File: config.mk
export PLATFORM = sky130hd
export DESIGN_NAME = prim_rom_scanner
export DESIGN_NICKNAME = d
export VERILOG_FILES = /design/src/rtl/prim_rom_scanner.sv
export SDC_FILE = /design/constraint.sdc
export NUM_CORES = 1
export LEC_CHECK = 0
export BUFFER_PORTS_ARGS = -buffer_cell sky130_fd_sc_hd__buf_4
export CORE_ASPECT_RATIO = 0.5
export CORE_MARGIN = 2
export CORE_UTILIZATION = 51
export CTS_CLUSTER_DIAMETER = 30
export DETAILED_ROUTE_END_ITERATION = 10
export GPL_TIMING_DRIVEN = 0
export HOLD_SLACK_MARGIN = 0.03
export PLACE_DENSITY = 0.85
export SETUP_SLACK_MARGIN = 0.05
export SKIP_CTS_REPAIR_TIMING = 1
export SLEW_MARGIN = 20
export SYNTH_ARGS = -nofsm -noshare
export SYNTH_HDL_FRONTEND = slang
export SYNTH_SLANG_ARGS = --single-unit
File: constraint.sdc
create_clock -name clk_i -period 6.5 [get_ports clk_i]
set_input_delay 0.325 -clock clk_i [delete_from_list [all_inputs] [get_ports clk_i]]
set_output_delay 0.325 -clock clk_i [all_outputs]
set_load 0.005 [all_outputs]
File: src/rtl/prim_rom_scanner.sv
// prim_rom_scanner: ROM integrity scanner with host read pass-through.
// Folds every ROM word into a rotate-XOR checksum and checks it against a golden value.

module prim_rom_scanner #(
    parameter int Width         = 32,
    parameter int Depth         = 2048,
    parameter int Aw            = $clog2(Depth),
    parameter int TimeoutCycles = 15
) (
    input  logic             clk_i,
    input  logic             rst_i,
    input  logic             start_i,
    input  logic [Width-1:0] expected_i,
    output logic             busy_o,
    output logic             done_o,
    output logic             pass_o,
    output logic             err_timeout_o,
    output logic [Width-1:0] checksum_o,
    output logic [Aw-1:0]    rom_addr_o,
    output logic             rom_cs_o,
    input  logic [Width-1:0] rom_dout_i,
    input  logic             rom_dvalid_i,
    input  logic             host_req_i,
    input  logic [Aw-1:0]    host_addr_i,
    output logic             host_gnt_o,
    output logic             host_rvalid_o,
    output logic [Width-1:0] host_rdata_o
);

    localparam int CntW = $clog2(TimeoutCycles + 1);
    localparam logic [Aw-1:0]   LastAddr = Aw'(Depth - 1);
    localparam logic [CntW-1:0] CntLast  = CntW'(TimeoutCycles - 1);

    typedef enum logic [1:0] {
        StIdle,
        StReq,
        StWait,
        StCheck
    } state_e;

    state_e           state_q, state_d;
    logic [Aw-1:0]    addr_q, addr_d;
    logic [CntW-1:0]  cnt_q, cnt_d;
    logic [Width-1:0] sum_q, sum_d;
    logic             pass_q, pass_d;
    logic             err_q, err_d;
    logic             hpend_q, hpend_d;

    // State, scan address, timeout counter, checksum and sticky result registers
    always_ff @(posedge clk_i or posedge rst_i) begin
        if (rst_i) begin
            state_q <= StIdle;
            addr_q  <= '0;
            cnt_q   <= '0;
            sum_q   <= '0;
            pass_q  <= 1'b0;
            err_q   <= 1'b0;
            hpend_q <= 1'b0;
        end else begin
            state_q <= state_d;
            addr_q  <= addr_d;
            cnt_q   <= cnt_d;
            sum_q   <= sum_d;
            pass_q  <= pass_d;
            err_q   <= err_d;
            hpend_q <= hpend_d;
        end
    end

    // Next state plus the ROM strobe and host handshake; one ROM read in flight at most
    always_comb begin
        state_d       = state_q;
        addr_d        = addr_q;
        cnt_d         = cnt_q;
        sum_d         = sum_q;
        pass_d        = pass_q;
        err_d         = err_q;
        hpend_d       = hpend_q;
        done_o        = 1'b0;
        rom_cs_o      = 1'b0;
        rom_addr_o    = addr_q;
        host_gnt_o    = 1'b0;
        host_rvalid_o = 1'b0;

        unique case (state_q)
            StIdle: begin
                if (hpend_q) begin
                    host_rvalid_o = rom_dvalid_i;
                    if (rom_dvalid_i) begin
                        hpend_d = 1'b0;
                    end
                end else if (start_i) begin
                    sum_d   = '0;
                    pass_d  = 1'b0;
                    err_d   = 1'b0;
                    addr_d  = '0;
                    state_d = StReq;
                end else if (host_req_i && !rst_i) begin
                    host_gnt_o = 1'b1;
                    rom_cs_o   = 1'b1;
                    rom_addr_o = host_addr_i;
                    hpend_d    = 1'b1;
                end
            end
            StReq: begin
                rom_cs_o = 1'b1;
                cnt_d    = '0;
                state_d  = StWait;
            end
            StWait: begin
                if (rom_dvalid_i) begin
                    sum_d = {sum_q[Width-2:0], sum_q[Width-1]} ^ rom_dout_i;
                    if (addr_q == LastAddr) begin
                        state_d = StCheck;
                    end else begin
                        addr_d  = addr_q + Aw'(1);
                        state_d = StReq;
                    end
                end else if (cnt_q == CntLast) begin
                    err_d   = 1'b1;
                    pass_d  = 1'b0;
                    done_o  = 1'b1;
                    state_d = StIdle;
                end else begin
                    cnt_d = cnt_q + CntW'(1);
                end
            end
            StCheck: begin
                pass_d  = (sum_q == expected_i);
                done_o  = 1'b1;
                state_d = StIdle;
            end
            default: begin
                state_d = StIdle;
            end
        endcase
    end

    assign busy_o        = (state_q != StIdle);
    assign pass_o        = pass_q;
    assign err_timeout_o = err_q;
    assign checksum_o    = sum_q;
    assign host_rdata_o  = rom_dout_i;

endmodule

Word level (Yosys, flattened, before mapping)
Index checks and enable logic that the tools add are counted.
{ "word_totals": {"regBits": 52, "word_cells": 79, "in_bits": 80, "output_inout_bits": 82} }
{ "classes": {"n_eq_ne": 14, "n_mux": 42, "n_addsub": 2, "n_reduce_logical": 13, "n_bitwise": 1} }
{ "ops": {"columns": ["op", "n"], "rows": [
  ["2-to-1 mux 32 bit", 3],
  ["2-to-1 mux 11 bit", 8],
  ["case mux 32 bit (2 select lines)", 1],
  ["equality test 32 bit", 1],
  ["XOR 32 bit", 1],
  ["case mux 11 bit (2 select lines)", 1],
  ["2-to-1 mux 1 bit", 16],
  ["AND reduction 5 bit", 3],
  ["inequality test 2 bit, second input constant", 7],
  ["adder 11 x 1 -> 11 bit, second input constant", 1],
  ["equality test 11 bit, second input constant", 1],
  ["2-to-1 mux 2 bit", 5],
  ["2-to-1 mux 4 bit", 2],
  ["case mux 2 bit (4 select lines)", 1],
  ["case mux 4 bit (2 select lines)", 1],
  ["case mux 1 bit (2 select lines)", 3],
  ["AND reduction 3 bit", 2],
  ["nonzero test 2 bit", 3],
  ["adder 4 x 1 -> 4 bit, second input constant", 1],
  ["equality test 2 bit, second input constant", 2],
  ["equality test 4 bit, second input constant", 1],
  ["AND reduction 4 bit", 1],
  ["inequality test 3 bit, second input constant", 1],
  ["case mux 1 bit (3 select lines)", 1],
  ["5 further kinds", 5]
]} }

Depth between registers and ports, before layout
{ "logic_depth": {"depth_word": 6, "mapped_depth": 7, "ltp_nobuf": 6} }

Least setup slack after synthesis
Ideal clock, no wire load.
{ "synth_timing": {"path_type": "input to output", "from": "input rst_i", "to": "output rom_addr_o[3]", "t_arrival_ns": 2.498, "path_buffers": 1, "path_slack_ns": 3.677, "path_stages": 4, "required_time_ns": 6.175, "cell_sequence": "inv_1 > nand4_1 > buf_2 > mux2_1"} }
{ "synth_via": {"elab_chain_len": 6} }
{ "synth_rtl": {"columns": ["element", "line_no", "rtl"], "rows": [
  ["from (decl)", "11", "input logic rst_i,"],
  ["zero test 1 bit", "98", "end else if (host_req_i && !rst_i) begin"],
  ["logical AND 1 bit", "98", null],
  ["2-to-1 mux 11 bit", "98", null],
  ["2-to-1 mux 11 bit", "92", "end else if (start_i) begin"],
  ["2-to-1 mux 11 bit", "87", "if (hpend_q) begin"],
  ["2-to-1 mux 11 bit", "85", "unique case (state_q)"],
  ["to (decl)", "19", "output logic [Aw-1:0] rom_addr_o,"]
]} }
Every way passes these cells.

Final worst setup path
{ "layout_timing": {"from": "register state_q[1]", "to": "output rom_addr_o[3]"} }
{ "layout_via": {"elab_chain_len": 2} }
{ "layout_rtl": {"columns": ["element", "line_no", "rtl"], "rows": [
  ["from (decl)", "41", "state_e state_q, state_d;"],
  ["from (signal assigned)", "52", "state_q <= StIdle;"],
  ["from (signal assigned)", "60", "state_q <= state_d;"],
  ["zero test 2 bit", "85", null],
  ["2-to-1 mux 11 bit", "85", null]
]} }
Every way passes these cells.

==> summary.txt <==
Setup TNS: 0 ps
Data required, critical path: 6170 ps
Pre-antenna DRT Iters: 4
CP endpoint kind: primary output
Arrival @ worst endpoint: 2230 ps
CTS Buffer Depth: 2
Drt initial violations: 262
CTS HTree Levels: 2
Max Cap Viol: 0
Register area share after synthesis: 38.0%
Die Wd: 120 um
Drt total wl: 9210 um
# IOs: 162
Largest net degree at the start of global routing: 54
Clock slew at reported path FFs: 70 ps
Post-synth EDFFs: 0
Clock share of power: 19.4%
Die height: 61.9 um
GP Congestion: 0.814
Routed wl met3: 500 um
VDD IR max: 0.162 mV
Diode count: 0
Initial antenna violation count: 0
P&R area growth vs syn: 43.1%
Top sig layer: met4
Crit path max fanout: 10
Status: finished, final reports clean
Via Count: 3185
Gate Count Post-Synth: 354
Worst slew pin tran: 702 ps
First-pass GRT wire length: 14600 um
P per Cell Area: 308 nW/um^2
Fmax: 0.391 GHz
Synthesized area: 3420 um^2
Crit Path Class: reg -> out
Final ANT Viol Nets: 0
Worst-skew pair later-pin latency: 290 ps
CTS tree: yes
Most frequent cell after synthesis: dfrtp_1
Sw frac: 38.7%
Sw Pwr: 0.584 mW
Synth cell count leaders: 52 x dfrtp_1, 46 x nand2_1, 33 x o31ai_1, 33 x xnor2_1, 33 x xor2_1
Post-synth top area share: 38.0%
Startpoint Class: flip-flop
Share of cells above drive strength 1: 43.8%
Synth warnings: 0
Cell Int Power: 0.923 mW
Core area: 6600 um^2
Routed length on met2: 4720 um
Sequential share of power: 34.2%
Fillers: 496
RSZ-0062 raised after global routing: no
Synth area leaders: dfrtp_1 38%, xnor2_1 8.4%, xor2_1 8.4%
Root buf cell: clkbuf_16
Post-synthesis net count: 437
Post-synth top area cell: dfrtp_1
Setup Skew: 6.22 ps
Die area: 7420 um^2
Distinct cells, synth: 43
Worst slew margin: 52.7%
Final setup fails: 0
Syn avg cell area: 9.66 um^2
Minimum clock period after layout: 2560 ps
DRC errors left: 0
IO buf count: 160
Initial Util: 51.9%
Total CTS buffers: 5
Combinational fraction of design power: 46.5%
Synth async-reset ratio: 100%
Total gr overflow: 0
Vias per cell: 5.20
Hpwl dp: 7080 um
Final Cycle Share: 39.3%
M1 WL: 3850 um
Max-slew violations: 0
Leakage: 2.44 nW
Synth Register Bits: 52
Vias in the first global route: 3017
Clock sink count: 52
Nets: 604
Placed Instances: 606
Fin. Hold Viols: 0
Fin cells: 612
Main flop type after synthesis: dfrtp_1
Drt wl/cell: 15.0 um
Hold Path Class: in -> async
Overall Global Routing Usage: 25.1%
Rows: 21
[power by group through the flow]
stage / clock [mW] / sequential [mW] / combinational [mW]
floorplan: 0 / 0.501 / 0.413
global placement: 0 / 0.514 / 0.690
detailed placement: 0 / 0.518 / 0.700
CTS: 0.294 / 0.513 / 0.705
global route: 0.312 / 0.527 / 0.777
finish: 0.292 / 0.515 / 0.700
[cell usage in the layout, fill, tap and decap left out, types with 2 or more instances in the layout]
cell type  instances
nand2b_1           3
buf_4            192
a21o_1             2
o21a_1             2
buf_2              6
nand4_1            5
a31oi_1            4
mux2_2            10
ha_1               3
nor4_1             7
o41ai_1            2
xor2_1            33
clkbuf_1          10
nor3_1             4
xnor2_1           33
clkbuf_16          5
nand3_1           10
buf_6              2
dfrtp_1           52
and3_1             2
nand3b_1           2
nor2_1             7
o21ai_0            8
nor2b_1            2
nand2_1           46
o31ai_2           10
o31ai_1           33
inv_1              7
[sequential cells by signal (all words and copies together) (netlist names)]
name	cells
addr_q	11
checksum_o	32
cnt_q	4
err_timeout_o	1
hpend_q	1
pass_o	1
state_q	2
[layout make-up]
class	instances	area (um^2)	share of cell area (%)
sequential	52	1300	26.6
multi-input combinational	243	1760	35.9
clock inverter	1	30.0	0.613
tap	92	115	2.35
clock buffer	5	125	2.56
timing repair buffer	160	1200	24.5
inverter	8	32.5	0.665
buffer	51	334	6.83
[kinds of logic after synthesis]
kind of cell    synth area share (%)
buf+inv                         10.6
compound gates                  15.8
mux                             3.62
simple gates                    13.9
flops                           38.0
xor+xnor                        16.9
fa+ha+maj                       1.10
[routing by layer]
metal | global-route usage [%] | vias up
met5 | 0 | -
met1 | 32.3 | 1522
met4 | 6.22 | 0
li1 | - | 1548
met2 | 45.5 | 101
met3 | 4.56 | 14
[final timing paths]
path | depth (start not counted) | endpoint | slack [ps] | from
max reg2reg | 5 | addr_q[2] | 4550 | addr_q[0]
min reg2reg | 2 | pass_o | 510 | pass_o
max in group asynchronous | 2 | addr_q[8] | 5930 | rst_i
min | 2 | err_timeout_o | 140 | rst_i
max | 6 | rom_addr_o[3] | 3940 | state_q[1]
min in group clk_i | 2 | addr_q[10] | 250 | start_i
[through the flow]
stage          utilization (%)  power, mW  setup WS, ps  hold WS [ps]  cell area, um^2
2_1_floorplan                -      0.915          3680           430             3420
3_3_place_gp              71.8       1.20          2690           467             4740
3_5_place_dp              71.9       1.22          4000           474             4740
4_1_cts                   74.2       1.51          3950           171             4890
5_1_grt                   74.2       1.62          3770           196             4890
6_report                  74.2       1.51          3940           142             4890
[critical path, stage by stage, from the launching register on]
cell	delay, ps
dfrtp_1	390
buf_2	180
nor2_1	270
nand4_1	300
buf_2	330
mux2_1	330
buf_4	140
Power figures use the tool's default switching activity.
